File: src/rtl/alu_cmd_sequencer.sv
// alu_cmd_sequencer: buffered command FIFO in front of an N-bit combinational ALU, with a
// one-entry registered result stage behind it. Both sides use a valid/ready handshake.
// Optional feature macro: ALU_SEQ_STATUS_EN adds the registered res_zero_o / res_illegal_o flags.
module alu_cmd_sequencer #(
   parameter int unsigned N     = 8,
   parameter int unsigned DEPTH = 4
) (
   input  logic         clk_i,
   input  logic         rst_ni,
   input  logic         flush_i,
   input  logic         cmd_valid_i,
   output logic         cmd_ready_o,
   input  logic [N-1:0] cmd_a_i,
   input  logic [N-1:0] cmd_b_i,
   input  logic [2:0]   cmd_op_i,
   output logic         res_valid_o,
   input  logic         res_ready_i,
   output logic [N-1:0] res_data_o,
   output logic [2:0]   res_op_o
`ifdef ALU_SEQ_STATUS_EN
   ,
   output logic         res_zero_o,
   output logic         res_illegal_o
`endif
);

   localparam int unsigned AW = (DEPTH > 1) ? $clog2(DEPTH) : 1;
   localparam logic [AW:0] DepthCnt = DEPTH[AW:0];

   typedef enum logic {StEmpty, StFull} state_e;

   logic [N-1:0]  a_mem_q  [DEPTH];
   logic [N-1:0]  b_mem_q  [DEPTH];
   logic [2:0]    op_mem_q [DEPTH];
   logic [AW-1:0] wr_ptr_q, rd_ptr_q;
   logic [AW:0]   count_q, count_d;
   state_e        state_q;
   logic [N-1:0]  res_data_q;
   logic [2:0]    res_op_q;

   logic          push, issue;
   logic [N-1:0]  head_a, head_b;
   logic [2:0]    head_op;
   logic [N-1:0]  alu_res;

   // Ready depends only on registered occupancy, so a full FIFO never accepts on a pop cycle.
   assign cmd_ready_o = (count_q < DepthCnt);

   assign push  = cmd_valid_i && cmd_ready_o && !flush_i;
   assign issue = (count_q != '0) && ((state_q == StEmpty) || res_ready_i) && !flush_i;

   assign head_a  = a_mem_q[rd_ptr_q];
   assign head_b  = b_mem_q[rd_ptr_q];
   assign head_op = op_mem_q[rd_ptr_q];

   // Combinational ALU on the FIFO head; carry and borrow are dropped by the N-bit result.
   always_comb begin
      alu_res = '1;
      unique case (head_op)
         3'b000:  alu_res = head_a + head_b;
         3'b001:  alu_res = head_a - head_b;
         3'b010:  alu_res = head_a & head_b;
         3'b011:  alu_res = head_a ^ head_b;
         default: alu_res = '1;
      endcase
   end

   // Occupancy next-state: flush wins, simultaneous push and pop leave the count unchanged.
   always_comb begin
      count_d = count_q;
      if (flush_i) begin
         count_d = '0;
      end else if (push && !issue) begin
         count_d = count_q + (AW + 1)'(1);
      end else if (!push && issue) begin
         count_d = count_q - (AW + 1)'(1);
      end
   end

   // FIFO storage and pointers.
   always_ff @(posedge clk_i or negedge rst_ni) begin
      if (!rst_ni) begin
         wr_ptr_q <= '0;
         rd_ptr_q <= '0;
         count_q  <= '0;
         for (int i = 0; i < int'(DEPTH); i++) begin
            a_mem_q[i]  <= '0;
            b_mem_q[i]  <= '0;
            op_mem_q[i] <= '0;
         end
      end else begin
         count_q <= count_d;
         if (flush_i) begin
            wr_ptr_q <= '0;
            rd_ptr_q <= '0;
         end else begin
            if (push) begin
               a_mem_q[wr_ptr_q]  <= cmd_a_i;
               b_mem_q[wr_ptr_q]  <= cmd_b_i;
               op_mem_q[wr_ptr_q] <= cmd_op_i;
               wr_ptr_q           <= wr_ptr_q + AW'(1);
            end
            if (issue) begin
               rd_ptr_q <= rd_ptr_q + AW'(1);
            end
         end
      end
   end

`ifdef ALU_SEQ_STATUS_EN
   logic res_zero_q, res_illegal_q;
   assign res_zero_o    = res_zero_q;
   assign res_illegal_o = res_illegal_q;
`endif

   // Output stage FSM with its registered result; res_data holds its value when the stage empties.
   always_ff @(posedge clk_i or negedge rst_ni) begin
      if (!rst_ni) begin
         state_q    <= StEmpty;
         res_data_q <= '0;
         res_op_q   <= '0;
`ifdef ALU_SEQ_STATUS_EN
         res_zero_q    <= 1'b0;
         res_illegal_q <= 1'b0;
`endif
      end else if (flush_i) begin
         state_q <= StEmpty;
`ifdef ALU_SEQ_STATUS_EN
         res_zero_q    <= 1'b0;
         res_illegal_q <= 1'b0;
`endif
      end else begin
         if (issue) begin
            state_q    <= StFull;
            res_data_q <= alu_res;
            res_op_q   <= head_op;
`ifdef ALU_SEQ_STATUS_EN
            res_zero_q    <= (alu_res == '0);
            res_illegal_q <= (head_op > 3'b011);
`endif
         end else if ((state_q == StFull) && res_ready_i) begin
            // Reaching here in StFull means the FIFO is empty.
            state_q <= StEmpty;
         end
      end
   end

   assign res_valid_o = (state_q == StFull);
   assign res_data_o  = res_data_q;
   assign res_op_o    = res_op_q;

endmodule

File: config.mk
export PLATFORM = sky130hd
export DESIGN_NAME = alu_cmd_sequencer
export DESIGN_NICKNAME = d
export VERILOG_FILES = /design/src/rtl/alu_cmd_sequencer.sv
export SDC_FILE = /design/constraint.sdc
export NUM_CORES = 1
export LEC_CHECK = 0
export BUFFER_PORTS_ARGS = -buffer_cell sky130_fd_sc_hd__buf_2
export CORE_MARGIN = 1
export CORE_UTILIZATION = 60
export CTS_CLUSTER_SIZE = 25
export DETAILED_ROUTE_END_ITERATION = 12
export PLACE_DENSITY_LB_ADDON = 0.15
export SLEW_MARGIN = 20
export SYNTH_ARGS = -nofsm -noshare
export SYNTH_HDL_FRONTEND = slang
export SYNTH_SLANG_ARGS = --single-unit
File: constraint.sdc
create_clock -name clk_i -period 3.9 [get_ports clk_i]
set_input_delay 0.195 -clock clk_i [delete_from_list [all_inputs] [get_ports clk_i]]
set_output_delay 0.195 -clock clk_i [all_outputs]
set_load 0.01 [all_outputs]
Word level (Yosys, flattened, before mapping)
Cells that the tools add are included.
{ "word_totals": {"ff_bits": 95, "out_inout_bits": 13, "elab_cells": 84} }
{ "classes": {"add_sub_neg": 6, "magnitude_cmp": 4, "n_eq_ne": 3, "muxes": 27, "bitwise": 6, "n_reduce_logical": 20} }
{ "ops": {"columns": ["operator", "count"], "rows": [
  ["$bwmux 32", 2],
  ["$mux 8", 5],
  ["$bmux 8 s2", 2],
  ["$pmux 8 s4", 1],
  ["$mux 3", 6],
  ["$demux 8 s2", 1],
  ["$bwmux 12", 1],
  ["$reduce_bool 3->1", 3],
  ["$add 8x8->8", 1],
  ["$and 8x8->8", 1],
  ["$logic_and 1x1->1", 8],
  ["$mux 2", 4],
  ["$sub 8x8->8", 1],
  ["$xor 8x8->8", 1],
  ["$bmux 3 s2", 1],
  ["$demux 3 s2", 1],
  ["$eq 3x2->1 const B", 2],
  ["$ge 3x3->1 const B", 2],
  ["$not 2->3", 2],
  ["$add 2x1->2 const B", 2],
  ["$reduce_and 2->1", 2],
  ["$reduce_bool 2->1", 2],
  ["$add 3x1->3 const B", 1],
  ["$eq 3x1->1 const B", 1],
  ["other kinds (8)", 13]
]} }

Depth between registers and ports, before layout
{ "logic_depth": {"depth_word": 8, "depth_mapped": 15, "depth_no_buf": 12} }

Least setup slack after synthesis
Ideal clock, no wire load.
{ "synth_timing": {"kind": "register to register", "from": "reg rd_ptr_q[0]", "to": "reg res_data_q[7] (netlist: res_data_o[7])", "setup_ns": 0.124, "arrival_ns": 2.974, "required_ns": 3.776, "setup_slack_ns": 0.802, "stages_incl_launch_ff": 15, "n_path_buf": 2, "cell_sequence": "dfrtp_1 mux4_1 buf_6 nor2_8 and2_1 buf_2 mux2_2 inv_1 ha_1 nor2b_1 o2111ai_1 nand4_1 a211oi_1 mux2_1 a211o_1"} }
{ "synth_via": {"elab_chain_cells": 6, "word_cells_on_any_way": 19, "classes_between": "add/sub: 2; eq/ne: 3; mux: 10; bitwise: 3; reduce/logical: 1"} }
{ "synth_lines": {"columns": ["item", "line", "source"], "rows": [
  ["from (decl)", "35", "logic [AW-1:0] wr_ptr_q, rd_ptr_q;"],
  ["from (signal assigned)", "104", "rd_ptr_q <= rd_ptr_q + AW'(1);"],
  ["$not 2->3 (implied by the code) *", "52, 53, 54", null],
  ["$bmux 8 s2 (tied with other cells)", "52", "assign head_a = a_mem_q[rd_ptr_q];"],
  ["$mux 8 (implied by the code) (tied with other cells) (2 in a row)", "52", null],
  ["$sub 8x8->8 (tied with other cells)", "61", "3'b001: alu_res = head_a - head_b;"],
  ["$pmux 8 s4 *", "59", "unique case (head_op)"],
  ["to (signal assigned)", "135", "res_data_q <= alu_res;"],
  ["to (decl)", "38", "logic [N-1:0] res_data_q;"]
]} }
Mark *: on every way between the ends. The rest lies on a longest branch, timed or not. The select of a mux whose other input is x is not followed.
A chain may end at the register's enable or synchronous reset.

Worst setup path in the final report
Ends and elaborated chain as after synthesis.

==> flow_summary.toml <==
[outcome]
run_status = "completed"

[worst_setup_path]
cp-start-kind = "register"
cp_max_fo = 11
reg2reg_from = "rd_ptr_q[0]"
cp_cell_sequence = "buf_4 > mux4_1 > inv_1 > ha_1 > nor3b_1 > nor2_1 > xnor2_1 > ha_1 > o2111ai_1 > nand4_1 > a211oi_1 > mux2_1 > a211o_1"
crit_slowest_cell = "mux4_1"
end_kind = "register"
cpMostUsedCell = "ha_1"
critical_path_class = "register to register"
reg2reg_depth = 13
rrSetupSlack_ns = 0.44
arrival_ns = 3.71
r2r_end = "res_data_o[7]"
cpPeakStageDelay_ns = 0.66
worstPathRequired_ns = 4.16

[synthesis]
yosysTopAreaCell = "dfrtp_1"
synth_top_family_by_area = "multiplexers"
synth_top_area_share_pct = 48.1
synth_compound_area_share_pct = 4.23
syn_avg_cell_area_um2 = 13.4
synthDistinctLibCells = 38
syn_area_mm2 = 0.00494
netlist_instances = 369
ys_seq_area_share_pct = 48.1
ys.warnings.count = 0
synth_area_leaders = "dfrtp_1, mux2_2, ha_1"
muxShareOfSynthArea_pct = 29.4
synth_xor_area_share_pct = 2.48
ys_ff_latch = 95
synthesis.nets = 415
synthSimpleGateAreaFrac_pct = 6.71
synth_fa_ha_area_share_pct = 5.87

[drt]
num_vias = 2996
routed_wl_mm = 9.55
firstDrtPassIters = 4
routedWlPerCell_um = 18.4
drt_iter0_drc = 142
ant_nets = 0
drt-vias-per-instance = 5.78
drc = 0

[floorplan]
num_rows = 32
die_w_um = 92.8
die_height_um = 92.8
io-pin-count = 37
initial_core_util_pct = 63.0
dieArea_mm2 = 0.00860
core-area_mm2 = 0.00785

[timing]
setup_tns_ns = 0
hold_viol = 0
timing.final.crit_period_ns = 3.46
fin_skew_ns = 0.0119
worst_slew_pin_slew_ns = 0.842
slew_violations = 0
post-route-period-util_pct = 88.7
rsz0062_at_grt = "no"
slew_headroom_pct = 43.9
finalSetupViolCount = 0
fmax_mhz = 289

[global_route]
grt_pass1_vias = 3120
overflow = 0
track_usage_pct = 24.3
antenna_found_initial = 0
grt_max_degree = 69
grt_pass1_wl_mm = 15.7

[cells_and_area]
final-seq-area_mm2 = 0.00238
multi_input_area_mm2 = 0.00241
final_layout_size_suffix_gt1_share_pct = 38.5
final_nets = 457
nFillCells = 571
antennaDiodeCount = 0
syn_to_final_growth_pct = 10.2

[clock_tree]
cts_sinks = 95
postCtsSetupBuffers = 0
clk_latency_ns = 0.37
ctsResizeCount = 0
htreeDepth = 3
ctsLongestPathBuffers = 2
cts_buffers = 9
cts_tree = "built"
root_buffer = "clkbuf_8"
clkTransAtPathRegs_ns = 0.11
cts_hold_buf = 1

[hold_path]
hold_class = "input port to register"
hold_end = "b_mem_q[11]"
hold_start = "cmd_b_i[3]"
min_path_cells = 2

[job]
cap_violations = 0

[placed_design]
place_hpwl_mm = 6.60
gp_congestion = 0.818
portBuffers = 36
layout by cell type, fill, tap and decap left out, types with 2 or more instances in the layout:
cell and count:
nand2_1 6, xnor2_1 11, a31oi_1 3, inv_8 2
mux4_1 8, mux2_2 82, mux2i_1 6, xor2_1 3
nor3b_1 2, ha_1 20, fa_1 2, nor2_1 25
inv_1 17, and2_1 5, a211oi_1 4, dfrtp_1 95
o21a_1 3, nor3_2 2, mux4_2 11, clkinv_4 2
o21ai_0 8, nor3_1 7, clkbuf_8 10, inv_6 2
buf_4 12, nand3_1 2, buf_2 35, a21oi_1 11
nor2b_1 7
per-layer routing:
layer	track usage, %	up-vias	share of wire, %	wire length (µm)
met5	0	-	0	0
met4	9.10	0	1.5	140
met3	3.37	10	2.5	239
met2	40.1	55	49	4640
met1	32.8	1510	47	4540
li1	-	1421	-	-
critical path, delay by kind of cell, from the launching register on:
family | cells | cell delay (ns)
buf+inv | 2 | 0.33
flops | 1 | 0.39
xor+xnor | 1 | 0.14
simple gates | 3 | 0.43
compound gates | 3 | 0.54
mux | 2 | 0.97
fa+ha+maj | 2 | 0.53
how the worst max path moves through the flow:
stage / cells after the start / endpoint / startpoint
2_1_floorplan: 14 / res_data_o[7] / rd_ptr_q[0]
3_3_place_gp: 13 / res_data_o[7] / rd_ptr_q[0]
3_5_place_dp: 13 / res_data_o[7] / rd_ptr_q[0]
4_1_cts: 13 / res_data_o[7] / rd_ptr_q[0]
5_1_grt: 13 / res_data_o[7] / rd_ptr_q[0]
6_report: 13 / res_data_o[7] / rd_ptr_q[0]
state kept, by name, indices dropped and copies added, names as in the netlist:
signal and cells:
wr_ptr_q 2, rd_ptr_q 2, res_data_o 8, res_valid_o 1, count_q 3, res_op_o 3
b_mem_q 32, a_mem_q 32, op_mem_q 12
per-stage QoR:
stage | setup WS, ns | util [%] | instances | hold slack, ns | instance area (µm²)
after floorplan | 0.802 | - | 369 | -0.101 | 4940
after global placement | 0.591 | 66.8 | 501 | 0.352 | 5240
after detailed placement | 0.514 | 66.8 | 501 | 0.358 | 5240
after CTS | 0.446 | 69.4 | 518 | 0.0802 | 5450
after global routing | 0.284 | 69.4 | 518 | 0.0818 | 5450
final | 0.441 | 69.4 | 518 | 0.0889 | 5450
cell usage after synthesis, drive strengths merged:
cell / count
nand4: 1
or3: 1
o21ai: 8
a31oi: 3
a21boi: 1
a211o: 1
mux2i: 6
fa: 2
nor3b: 2
nor4: 1
nor3: 9
a211oi: 4
inv: 17
o2111ai: 1
a21oi: 11
buf: 15
ha: 20
mux4: 19
nor2: 26
nand3: 2
o21a: 3
xor2: 3
nor2b: 7
nand2b: 1
and2: 5
clkbuf: 2
nand2: 6
o41ai: 1
dfrtp: 95
nand4b: 1
o221ai: 1
xnor2: 11
mux2: 83
final cells by class:
type | instances | share of cell area, %
Tap cell | 102 | 2.34
Clock buffer | 10 | 2.53
Clock inverter | 6 | 1.06
Timing Repair Buffer | 48 | 5.06
Sequential cell | 95 | 43.7
Inverter | 17 | 1.17
Multi-Input combinational cell | 240 | 44.2
cell families after synthesis:
family | Yosys count
DFF | 95
xor gates and xnor gates | 14
adders and majority gates | 22
and+or+nand+nor | 62
buffers and inverters | 34
muxes | 108
AOI/OAI and AO/OA | 34
Power is not shown: default switching activity piles up to over one toggle a cycle in this logic, so the estimate is an artifact.
